<file path="config.mk">
export PLATFORM = sky130hd
export DESIGN_NAME = multu_hilo
export DESIGN_NICKNAME = d
export VERILOG_FILES = /design/src/rtl/multu_hilo.sv
export SDC_FILE = /design/constraint.sdc
export NUM_CORES = 1
export LEC_CHECK = 0
export CAP_MARGIN = 5
export CORE_UTILIZATION = 40
export CTS_BUF_LIST = sky130_fd_sc_hd__clkbuf_4
export DETAILED_ROUTE_END_ITERATION = 16
export MAX_ROUTING_LAYER = met4
export SYNTH_ARGS = -nofsm -noshare
export SYNTH_HDL_FRONTEND = slang
export SYNTH_SLANG_ARGS = --single-unit
</file>
<file path="constraint.sdc">
create_clock -name clock -period 7 [get_ports clock]
set_clock_uncertainty 0.05 [all_clocks]
set_input_delay 1.75 -clock clock [delete_from_list [all_inputs] [get_ports clock]]
set_output_delay 1.75 -clock clock [all_outputs]
set_load 0.02 [all_outputs]
</file>
<file path="src/rtl/multu_hilo.sv">
// multu_hilo -- sequential unsigned multiplier with HI/LO register pair
// for the mMIPS execute stage. It starts when the ALU control code equals
// MULT_CODE. It retires one multiplier bit per cycle, so a multiply takes
// WIDTH cycles. The product is held in HI/LO until the next multiply
// completes.
//
// Ports:
//   clock    system clock, rising edge
//   reset    asynchronous, active-high clear of all state
//   ALUctrl  6-bit ALU control code of the instruction in execute
//   start    instruction in execute is valid
//   a, b     multiplicand (rs) and multiplier (rt)
//   hilo_rd  an mfhi/mflo needs HI/LO this cycle
//   hi, lo   upper / lower product halves
//   busy     multiply in progress
//   done     one-cycle pulse after HI/LO update
//   stall    interlock request (combinational)
module multu_hilo #(
   parameter int         WIDTH     = 32,
   parameter logic [5:0] MULT_CODE = 6'h13
) (
   input  logic             clock,
   input  logic             reset,
   input  logic [5:0]       ALUctrl,
   input  logic             start,
   input  logic [WIDTH-1:0] a,
   input  logic [WIDTH-1:0] b,
   input  logic             hilo_rd,
   output logic [WIDTH-1:0] hi,
   output logic [WIDTH-1:0] lo,
   output logic             busy,
   output logic             done,
   output logic             stall
);

   localparam int CW = (WIDTH > 1) ? $clog2(WIDTH) : 1;

   typedef enum logic {IDLE, RUN} state_t;

   state_t           state;
   logic [WIDTH-1:0] mcand;
   logic [WIDTH-1:0] mplier;
   logic [WIDTH:0]   acc;      // one extra bit keeps the adder carry
   logic [CW-1:0]    count;

   logic             is_mult;
   logic             launch;
   logic [WIDTH:0]   sum;
   logic [WIDTH:0]   acc_nx;
   logic [WIDTH-1:0] mplier_nx;

   assign is_mult = (ALUctrl == MULT_CODE);
   assign launch  = start & is_mult & (state == IDLE);
   assign busy    = (state == RUN);
   assign stall   = busy & (hilo_rd | (start & is_mult));

   // One shift-add step. {acc, mplier} acts as a single 2*WIDTH+1 bit
   // register that shifts right. Product bits leave acc and enter the
   // top of mplier as the consumed multiplier bits leave at the bottom.
   always_comb begin
      sum       = mplier[0] ? (acc + {1'b0, mcand}) : acc;
      acc_nx    = sum >> 1;
      mplier_nx = {sum[0], mplier[WIDTH-1:1]};
   end

   always_ff @(posedge clock or posedge reset) begin
      if (reset) begin
         state  <= IDLE;
         mcand  <= '0;
         mplier <= '0;
         acc    <= '0;
         count  <= '0;
         hi     <= '0;
         lo     <= '0;
         done   <= 1'b0;
      end else begin
         done <= 1'b0;
         case (state)
            IDLE: begin
               if (launch) begin
                  mcand  <= a;
                  mplier <= b;
                  acc    <= '0;
                  count  <= '0;
                  state  <= RUN;
               end
            end
            RUN: begin
               acc    <= acc_nx;
               mplier <= mplier_nx;
               count  <= count + 1'b1;
               // Final iteration: only the completed product reaches HI/LO.
               if (count == CW'(WIDTH - 1)) begin
                  hi    <= acc_nx[WIDTH-1:0];
                  lo    <= mplier_nx;
                  done  <= 1'b1;
                  count <= '0;
                  state <= IDLE;
               end
            end
            default: state <= IDLE;
         endcase
      end
   end

endmodule
</file>
Word level (Yosys, flattened, before mapping):

Index checks and enable logic that the tools add are counted.

* $add $sub $neg: 2
* eq/ne operators: 3
* mux-type cells: 13
* bitwise operators: 5
* reductions and logical operators: 2

Operator list (count)
* $mux 33: 2
* $pmux 33 s2: 1
* $pmux 32 s2: 1
* $add 33x32->33: 1
* $mux 32: 1
* $mux 5: 2
* $pmux 5 s2: 1
* $eq 6x5->1 const B: 1
* $add 5x1->5 const B: 1
* $eq 5x5->1 const B: 1
* $mux 1: 4
* $reduce_and 2->1: 2
* $and 1x1->1: 3
* $ne 2x2->1 const B: 1
* $pmux 1 s2: 1
* $not 1->1: 1
* $or 1x1->1: 1

* flip-flop bits (word level): 168
* logic and storage cells: 33

Longest topological paths before layout:

Gate-level depths: netlist (run 1).

* depth after elaboration: 5
* depth in mapped cells: 10

Worst setup path after synthesis (run 1):

OpenSTA, ideal clock, no wires.

* path type: input port to output port
* start: in ALUctrl[2]
* end: out stall
* arrival: 3.161 ns
* required time: 5.200 ns
* setup slack: 2.039 ns
* cell stages on the path: 6
* path buffers: 2
* cells stage by stage: nor3_1 > and4b_1 > clkbuf_1 > buf_1 > nor2_1 > nor2_1

* longest elaborated chain between the ends: 4

RTL lines
* start: declaration: line 24 `input logic [5:0] ALUctrl,`
* $eq 6x5->1: line 52 `assign is_mult = (ALUctrl == MULT_CODE);`
* $and 1x1->1: line 55 `assign stall = busy & (hilo_rd | (start & is_mult));`
* $or 1x1->1: line 55
* $and 1x1->1: line 55
* end: declaration: line 33 `output logic stall`

Every way passes these cells.

Final worst setup path (run 1):

* start: in ALUctrl[4]
* end: out stall

Same word-level chain as after synthesis.

==> metrics.txt, run 1 <==
status complete, no violations; CP Data Arrival Time 3.53 ns; Synth area leaders sky130_fd_sc_hd__dfrtp_1 48%, sky130_fd_sc_hd__nand2_1 8.4%, sky130_fd_sc_hd__mux2i_1 5.8%, sky130_fd_sc_hd__o21ai_0 5.2%, sky130_fd_sc_hd__ha_1 4.9%; Power per Cell Area ~280 mW/mm²; Final GP Congestion 0.8371; clock slew at reported path FFs between 0.1 and 0.15 ns; final HPWL from detailed placement 14560 µm; transition at the pin with the smallest max-transition slack 1.081 ns; post-synthesis sequential area ratio 0.4778; remaining antenna violation count after routing 0; buffers inserted during post-CTS setup optimization 0; startpoint of the most critical register-to-register path mcand[0]; layout cells sized above 1 0.06706; area leader, netlist sky130_fd_sc_hd__dfrtp_1; Worst Setup SP ALUctrl[4]; Yosys warnings 0; WL per Instance 16.47 µm; number of distinct library cells after synthesis 66; leading cell types by count after synthesis 196 x sky130_fd_sc_hd__nand2_1, 167 x sky130_fd_sc_hd__dfrtp_1, 90 x sky130_fd_sc_hd__o21ai_0; post-DR vias/cell about 5.2; minimum hold slack 0.4406 ns; Detailed Route Iter0 Violations between 300 and 400; total global routing overflow 0; number of vias after detailed routing 6832; # resized after CTS 0; clk root buf sky130_fd_sc_hd__clkbuf_4; data required time at the worst endpoint 5.20 ns; number of global-route vias before repair 6705; cell area after synthesis 0.008746 mm²; final setup violation count 0; Cell Area, Placed roughly 0.010 mm²; post-route minimum period 5.329 ns; final net count between 1000 and 1500; Pins Over Slew Limit 0; global-route wire length before repair 35040 µm; P&R area growth vs syn 21.95%; register-to-register setup slack 3.88 ns; Slew HR 0.2777; Finished Core Util 0.5026; die span in x roughly 150 µm; total track usage 0.2070; floorplan core area 0.02122 mm²; unrepaired setup endpoints after global routing no; number of antenna violations at the first check in global routing 1; R2R Path End hi[29]; post-route setup TNS 0 ns; initial cell density of the core 0.4121; post-route design area 0.01067 mm²; clock tree from TritonCTS built; classification of the worst setup path primary input to output pin; num ports between 100 and 150; Most used DFF post-synth sky130_fd_sc_hd__dfrtp_1; height of the die 149.9 µm; count of TritonRoute iterations in the first routing pass 4; peak supply drop 0.1213 mV; area share of the leading cell type in the synthesized netlist 0.4778; number of hold violations in the final report 0; post-synthesis sequential element count 167; most frequently used cell type in the post-synthesis netlist sky130_fd_sc_hd__nand2_1; total number of H-tree levels 4; final worst-path cycle share 0.7613; pin count of the biggest net entering global routing 83; latest clock arrival within the worst-skew pair 0.57 ns; largest fanout on the critical path 2; Die ar. roughly 0.022 mm²; number of buffers added by the clock tree synthesis step 17; end of the critical path stall; std cell rows 53; hold bufs inserted after CTS 0; worst hold path type flip-flop to flip-flop; clock sink count 167; Max Freq around 0.19 GHz; proportion of register bits with asynchronous set or reset after synthesis 1.000; Mapped Avg Cell Area around 9.7 µm²; clock tree buffer depth 2; drc violations 0; Critical Path Start Type primary input; number of maximum-capacitance constraint violations 0; syn_nets slightly above 1000; kind of end point of the critical path output pin; cells after synthesis 905; cells on worst reg2reg path 10; Leakage roughly 0.0047 µW; IO Port Bufs 140; detailed-route wire length 21520 µm; count of flip-flops with a built-in enable after synthesis 0
per-stage QoR:
step | cells | power (µW) | setup WS, ns
floorplan | 905 | 2103 | 0.6816
global placement | 1272 | 2376 | 1.709
CTS | 1304 | 3035 | 1.660
detailed placement | 1272 | 2396 | 1.665
finish | 1306 | 3001 | 1.671
global route | 1305 | 3226 | 1.578
metal layers:
metal / vias to the layer above / GRT usage / part of all wire
met4: 0 / 0.05808 / 0.011
met5: - / - / 0
li1: 3410 / - / -
met1: 3255 / 0.2733 / 0.48
met3: 17 / 0.03140 / 0.040
met2: 150 / 0.3299 / 0.47
layout by cell type (no fill, tap or decap), types with 3 or more instances in the layout:
| master | instances |
|---|---|
| sky130_fd_sc_hd__or3_1 | 7 |
| sky130_fd_sc_hd__a211oi_1 | 6 |
| sky130_fd_sc_hd__nor2_1 | 28 |
| sky130_fd_sc_hd__o21ai_1 | 14 |
| sky130_fd_sc_hd__a21oi_1 | 41 |
| sky130_fd_sc_hd__bufinv_16 | 3 |
| sky130_fd_sc_hd__xor2_1 | 12 |
| sky130_fd_sc_hd__clkinvlp_4 | 4 |
| sky130_fd_sc_hd__and3_1 | 10 |
| sky130_fd_sc_hd__nand3_1 | 29 |
| sky130_fd_sc_hd__nand4_1 | 8 |
| sky130_fd_sc_hd__clkdlybuf4s50_1 | 140 |
| sky130_fd_sc_hd__clkbuf_4 | 17 |
| sky130_fd_sc_hd__inv_1 | 7 |
| sky130_fd_sc_hd__o21a_1 | 9 |
| sky130_fd_sc_hd__xnor2_1 | 15 |
| sky130_fd_sc_hd__buf_4 | 8 |
| sky130_fd_sc_hd__inv_6 | 4 |
| sky130_fd_sc_hd__a21o_1 | 15 |
| sky130_fd_sc_hd__o22ai_1 | 3 |
| sky130_fd_sc_hd__mux2_2 | 6 |
| sky130_fd_sc_hd__a211o_1 | 4 |
| sky130_fd_sc_hd__ha_1 | 34 |
| sky130_fd_sc_hd__and4_1 | 4 |
| sky130_fd_sc_hd__nand2_1 | 195 |
| sky130_fd_sc_hd__mux2i_1 | 51 |
| sky130_fd_sc_hd__dfrtp_1 | 166 |
| sky130_fd_sc_hd__a31oi_1 | 9 |
| sky130_fd_sc_hd__mux2_1 | 27 |
| sky130_fd_sc_hd__o21ai_0 | 90 |
| sky130_fd_sc_hd__nor3_1 | 3 |
| sky130_fd_sc_hd__nor2b_1 | 4 |
| sky130_fd_sc_hd__o211ai_1 | 6 |
where the power goes:
group	switching (µW)	leakage (µW)	internal (µW)
clock network	371	0.000159	256
logic	622	0.00260	434
registers	160	0.00196	1160
critical path, cell delays in order:
cell	delay, ns
sky130_fd_sc_hd__clkdlybuf4s50_1	0.46
sky130_fd_sc_hd__nand2_1	0.05
sky130_fd_sc_hd__nor3_1	0.19
sky130_fd_sc_hd__and4b_2	0.35
sky130_fd_sc_hd__nor2_1	0.06
sky130_fd_sc_hd__nor2_1	0.08
sky130_fd_sc_hd__clkdlybuf4s50_1	0.60
flip-flops by register name (all words and copies together) (netlist names):
name / cells
acc: 32
busy: 1
count: 5
lo: 32
mplier: 32
done: 1
mcand: 32
hi: 32
worst min path at each step:
stage,slack (ns),cells after the start,endpoint,start
floorplan,0.41,2,lo[0],mplier[1]
global placement,0.41,2,lo[17],lo[17]
detailed placement,0.41,2,lo[2],lo[2]
CTS,0.44,2,lo[30],lo[30]
global route,0.46,2,lo[12],lo[12]
finish,0.44,2,lo[2],lo[2]
cells by family (layout without fill, tap and decap cells):
family,after synthesis,count (layout),share of synthesized area
buffers and inverters,67,191,0.03076
AO/OA/AOI/OAI,224,224,0.1612
AND/OR/NAND/NOR,299,299,0.1479
other,0,2,0
XOR/XNOR,27,27,0.02704
adder cells (fa/ha/maj),35,35,0.05093
multiplexers,86,86,0.1043
flip-flops,167,167,0.4778
cell type report:
class,instances,area [µm²]
antenna,2,5.005
clock buffer,17,127.6
clock inverter,15,191.4
fill,2030,10560
inverter,11,46.29
multi-input combinational,671,4309
sequential,167,4180
tap,275,344.1
timing repair buffer,148,1461
Note: power is estimated with default switching activity, not from simulation.
==> run 2: changes to the inputs <==
==> constraint.sdc (replaced) <==
create_clock -name clock -period 4.8 [get_ports clock]
set_clock_uncertainty 0.05 [all_clocks]
set_input_delay 1.2 -clock clock [delete_from_list [all_inputs] [get_ports clock]]
set_output_delay 1.2 -clock clock [all_outputs]
set_load 0.02 [all_outputs]
==> run 2 against run 1 <==
Compared with the run above:
- global-route usage down 0.10 points
- sequential power up 45%
- clock power is 37% higher
- critical path depth unchanged
- hold slack hardly changed
- power increased by 44%
- non-clock buffer count is 1 higher
- first-iteration DRC count is 18% higher
==> metrics.txt, run 2 (synthesis gave the netlist of run 1 again) <==
highest-count cells in the layout ignoring fill and taps 195 x sky130_fd_sc_hd__nand2_1, 166 x sky130_fd_sc_hd__dfrtp_1, 140 x sky130_fd_sc_hd__clkdlybuf4s50_1; layout cells sized above 1 0.06796 (+0.0009058); unrepaired setup endpoints after global routing no; CP max stage cell sky130_fd_sc_hd__clkdlybuf4s50_1; drc violations 0 (unchanged); die span in x 149.9 µm (unchanged); P&R area growth vs syn 21.93% (about the same); CP cell instances clkdlybuf4s50_1, nand2_1, nor3_1, and4b_2, nor2_1, nor2_1, clkdlybuf4s50_1; total track usage 0.2059 (-0.001022); status complete, no violations; Detailed Route Iter0 Violations 374 (+18%); number of global-route vias before repair 6653 (-0.78%); layout filler cell count 2062 (+1.6%); post-route setup TNS 0 ns (unchanged); hold bufs inserted after CTS 0 (unchanged); buffers inserted during post-CTS setup optimization 0 (unchanged); Levels on crit path 7 (unchanged); total number of H-tree levels 4 (unchanged); number of hold violations in the final report 0 (unchanged); cells on worst reg2reg path 10 (unchanged); detailed-route wire length 21450 µm (-0.31%); latest clock arrival within the worst-skew pair 0.57 ns (about the same); floorplan core area 0.02122 mm² (unchanged); remaining antenna violation count after routing 0 (unchanged); Power per Cell Area 405.0 mW/mm² (+44%); final setup violation count 0 (unchanged); pre-CTS WS 0.5678 ns (-1.098 ns); pin count of the biggest net entering global routing 168 (+100%); Critical Path Start Type primary input; Final GP Congestion 0.8615 (+2.9%); startpoint of the tightest hold check path lo[1]; R2R Path End acc[27]; Slew HR 0.3161 (+0.03845); largest fanout on the critical path 2 (unchanged); peak supply drop 0.1922 mV (+58%); clk root buf sky130_fd_sc_hd__clkbuf_4; number of maximum-capacitance constraint violations 0 (unchanged); clock slew at reported path FFs 0.15 ns (about the same); post-route minimum period 4.216 ns; data required time at the worst endpoint 3.55 ns (-1.65 ns); final setup slack of the worst path 0.5844 ns (-1.087 ns); final net count 1126 (+0.089%); CP Data Arrival Time 2.97 ns (-0.56 ns); Max Freq 0.2372 GHz; clock tree from TritonCTS built; Pins Over Slew Limit 0 (unchanged); worst hold path type flip-flop to flip-flop; clock tree buffer depth 2 (unchanged); total global routing overflow 0 (unchanged); height of the die 149.9 µm (unchanged); end of the critical path stall; register-to-register setup slack 1.72 ns (-2.16 ns); classification of the worst setup path primary input to output pin; number of antenna violations at the first check in global routing 1 (unchanged); WL per Instance 16.42 µm (-0.31%); Slowest Stage Delay on Critical Path 0.60 ns (about the same); Worst Setup SP ALUctrl[4]; final HPWL from detailed placement 14440 µm (-0.86%); final worst-path cycle share 0.8783; # resized after CTS 0 (unchanged); clock sink count 167 (unchanged); transition at the pin with the smallest max-transition slack 1.024 ns (-0.05660 ns); kind of end point of the critical path output pin; initial cell density of the core 0.4121 (unchanged); IO Port Bufs 140 (unchanged); Buf/Inv on CP 2 (unchanged); num ports 141 (unchanged); Leakage 0.004716 µW (about the same); cell type group with the largest total delay on the critical path buffers and inverters; post-DR vias/cell 5.263 (+0.61%); number of vias after detailed routing 6874 (+0.61%); count of TritonRoute iterations in the first routing pass 4 (unchanged); startpoint of the most critical register-to-register path mcand[0]; std cell rows 53 (unchanged); number of buffers added by the clock tree synthesis step 17 (unchanged); Die ar. 0.02246 mm² (unchanged); most common library cell in the layout ignoring fill and taps sky130_fd_sc_hd__nand2_1; global-route wire length before repair 34760 µm (-0.81%)
## run 2: cell count changes in the layout (fill, tap and decap cells not counted), sizes merged
cell / delta
inv: +3
bufinv: -2
buf: +1
clkinv: -1
diode: -1
## run 2: worst min-delay path by stage
stage | end | slack [ns] | cells after the start
6_report | lo[1] | 0.44 | 2
5_1_grt | lo[13] | 0.47 | 2
4_1_cts | lo[27] | 0.45 | 2
3_5_place_dp | lo[27] | 0.41 | 2
3_3_place_gp | lo[18] | 0.41 | 2
2_1_floorplan | lo[0] | 0.41 | 2
## run 2: power by group
part / switching [µW] / total, µW / internal, µW
Clock: 576 / 856 / 281
Combinational: 912 / 1550 / 635
Sequential: 227 / 1920 / 1690
Total: 1720 / 4320 / 2600
## run 2: layer usage
metal / up-vias / GRT usage / share of wire
li1: 3416 / - / -
met1: 3277 / 0.2791 / 0.48
met2: 161 / 0.3190 / 0.46
met3: 20 / 0.03354 / 0.040
met4: 0 / 0.05556 / 0.012
met5: - / - / 0
## run 2: tightest hold or removal path: stages, from the launching register on
cell and delay (ns):
sky130_fd_sc_hd__dfrtp_1 0.37, sky130_fd_sc_hd__nand2_1 0.05, sky130_fd_sc_hd__nand2_1 0.05
## run 2: cell type report
type / instances / area [µm²] / area share
antenna: 1 / 2.502 / 0.0002347
tap: 275 / 344.1 / 0.03227
clock inverter: 15 / 161.4 / 0.01514
inverter: 11 / 45.04 / 0.004224
clock buffer: 17 / 127.6 / 0.01197
timing repair buffer: 149 / 1494 / 0.1401
sequential: 167 / 4180 / 0.3920
multi-input combinational: 671 / 4309 / 0.4041
## run 2: per-stage QoR
stage / hold slack (ns) / power (µW) / instance area, µm² / util / instances
after floorplan: 0.4100 / 3067 / 8750 / - / 905
after global placement: 0.4072 / 3468 / 10370 / 0.4888 / 1273
after detailed placement: 0.4117 / 3492 / 10370 / 0.4888 / 1273
after CTS: 0.4475 / 4364 / 10660 / 0.5024 / 1305
after global routing: 0.4653 / 4644 / 10660 / 0.5025 / 1306
final: 0.4408 / 4319 / 10660 / 0.5025 / 1306
==> run 3: changes to the inputs <==
--- a/config.mk
+++ b/config.mk
@@ -7,8 +7,9 @@
 export LEC_CHECK = 0
 export CAP_MARGIN = 5
 export CORE_UTILIZATION = 40
-export CTS_BUF_LIST = sky130_fd_sc_hd__clkbuf_4
+export CTS_BUF_LIST = sky130_fd_sc_hd__clkbuf_4 sky130_fd_sc_hd__clkbuf_8 sky130_fd_sc_hd__clkbuf_16
 export DETAILED_ROUTE_END_ITERATION = 16
+export HOLD_SLACK_MARGIN = 0.15
 export MAX_ROUTING_LAYER = met4
 export SYNTH_ARGS = -nofsm -noshare
 export SYNTH_HDL_FRONTEND = slang
==> run 3 against run 2 <==
Compared with the run above:
- setup slack better by 0.0038 ns
- hold slack worse by 0.017 ns
- fmax barely moved
- die area unchanged
- sequential cell count unchanged
- wire length rose by 0.85%
- design area grew 2.8%
- first-iteration DRC count down 8.3%
- critical path type unchanged
- largest power group unchanged
==> metrics.txt, run 3 (synthesis gave the netlist of run 1 again) <==
final setup violation count 0 (unchanged); kind of end point of the critical path output pin; number of vias after detailed routing 6924 (+0.73%); CP cell instances clkdlybuf4s50_1, nand2_1, nor3_1, and4b_2, nor2_1, nor2_1, clkdlybuf4s50_1; drc violations 0 (unchanged); IO Port Bufs 140 (unchanged); pre-CTS WS 0.5678 ns (unchanged); number of global-route vias before repair 6723 (+1.1%); total track usage 0.2072 (+0.001292); Cell Area, Placed 0.01037 mm² (unchanged); number of hold violations in the final report 0 (unchanged); pin count of the biggest net entering global routing 168 (unchanged); WL per Instance 16.58 µm (+0.93%); final net count 1126 (unchanged); final worst-path cycle share 0.8775 (about the same); # resized after CTS 0 (unchanged); number of buffers added by the clock tree synthesis step 17 (unchanged); initial cell density of the core 0.4121 (unchanged); final setup slack of the worst path 0.5881 ns (+0.003769 ns); depth of the worst hold-timing path 2 (unchanged); number of standard cells in the final layout excluding fillers 1305 (-0.077%); startpoint of the most critical register-to-register path mcand[0]; buffers inserted during post-CTS setup optimization 0 (unchanged); peak supply drop 0.2558 mV (+33%); remaining antenna violation count after routing 0 (unchanged); Pins Over Slew Limit 0 (unchanged); final HPWL from detailed placement 14440 µm (unchanged); met1 track utilization from global routing 0.2769 (-0.002147); Reg area 0.004180 mm² (unchanged); die span in x 149.9 µm (unchanged); clock tree from TritonCTS built; clock slew at reported path FFs 0.07 ns (-0.08 ns); status complete, no violations; met2 demand-to-capacity share in global routing 0.3257 (+0.006713); count of TritonRoute iterations in the first routing pass 5 (+1); post-DR vias/cell 5.306 (+0.80%); clock tree buffer depth 2 (unchanged); transition at the pin with the smallest max-transition slack 1.029 ns (+0.004366 ns); R2R Path End acc[27]; total global routing overflow 0 (unchanged); met3 global-route usage 0.03323 (-0.0003049); Leakage 0.004847 µW (+2.8%); cells on worst reg2reg path 10 (unchanged); post-route minimum period 4.212 ns (-0.003769 ns); most common library cell in the layout ignoring fill and taps sky130_fd_sc_hd__nand2_1; global-route wire length before repair 34930 µm (+0.52%); Finished Core Util 0.5165 (+0.01392); worst hold path type flip-flop to flip-flop; clock sink count 167 (unchanged); data required time at the worst endpoint 3.55 ns (about the same); detailed-route wire length 21630 µm (+0.85%); num ports 141 (unchanged); P&R area growth vs syn 25.31%; clk root buf sky130_fd_sc_hd__clkbuf_16; floorplan core area 0.02122 mm² (unchanged); highest-count cells in the layout ignoring fill and taps 195 x sky130_fd_sc_hd__nand2_1, 166 x sky130_fd_sc_hd__dfrtp_1, 140 x sky130_fd_sc_hd__clkdlybuf4s50_1; number of maximum-capacitance constraint violations 0 (unchanged); register-to-register setup slack 1.71 ns (about the same); Final GP Congestion 0.8615 (unchanged); std cell rows 53 (unchanged); largest fanout on the critical path 2 (unchanged); unrepaired setup endpoints after global routing no; Placed Cells 1273 (unchanged); Critical Path Start Type primary input; Power per Cell Area 443.2 mW/mm² (+9.4%); area of the multi-input gates 0.004309 mm² (unchanged); Max Freq 0.2374 GHz (about the same); number of antenna violations at the first check in global routing 0 (-1); height of the die 149.9 µm (unchanged); Slowest Stage Delay on Critical Path 0.60 ns (about the same); layout filler cell count 2025 (-1.8%); Slew HR 0.3132 (-0.002915); layer with the highest usage after global routing met2; total number of H-tree levels 4 (unchanged); Detailed Route Iter0 Violations 343 (-8.3%); latest clock arrival within the worst-skew pair 0.44 ns (-0.13 ns); CP max stage cell sky130_fd_sc_hd__clkdlybuf4s50_1; startpoint of the tightest hold check path lo[27]; Die ar. 0.02246 mm² (unchanged); classification of the worst setup path primary input to output pin; end point of the most critical hold path lo[27]; diode insertion count for antenna repair 0 (-1); layout cells sized above 1 0.06796 (unchanged); CP Data Arrival Time 2.96 ns (about the same); hold bufs inserted after CTS 0 (unchanged); post-route design area 0.01096 mm² (+2.8%); post-route setup TNS 0 ns (unchanged)
## run 3: layout make-up
| class | instances | share of cell area |
|---|---|---|
| Multi-Input combinational cell | 671 | 0.3932 |
| Sequential cell | 167 | 0.3814 |
| Timing Repair Buffer | 149 | 0.1363 |
| Clock buffer | 17 | 0.03882 |
| Tap cell | 275 | 0.03140 |
| Clock inverter | 15 | 0.01473 |
| Inverter | 11 | 0.004110 |
## run 3: worst max-delay path by stage
stage / slack [ns] / start / cells past startpoint / endpoint
2_1_floorplan: 0.94 / ALUctrl[2] / 6 / stall
3_3_place_gp: 0.60 / start / 7 / stall
6_report: 0.59 / ALUctrl[4] / 7 / stall
5_1_grt: 0.49 / start / 7 / stall
4_1_cts: 0.57 / ALUctrl[4] / 7 / stall
3_5_place_dp: 0.57 / ALUctrl[4] / 7 / stall
## run 3: per-layer routing
layer	vias to the layer above	part of all wire
li1	3419	-
met1	3340	0.48
met2	149	0.47
met3	16	0.042
met4	0	0.011
met5	-	0
## run 3: stage by stage
step                total power [µW]  hold WS, ns
CTS                             4899       0.4292
finish                          4857       0.4235
floorplan                       3067       0.4100
global route                    5173       0.4473
global placement                3468       0.4072
detailed placement              3492       0.4117
## run 3: report_power, final
| group | internal (µW) | total [µW] | switching [µW] |
|---|---|---|---|
| clock | 738 | 1390 | 649 |
| combinational | 635 | 1550 | 915 |
| sequential | 1690 | 1920 | 229 |
## run 3: critical path, delay by kind of cell
kind          cells  cell delay [ns]
buf+inv           2             1.05
simple gates      5             0.70
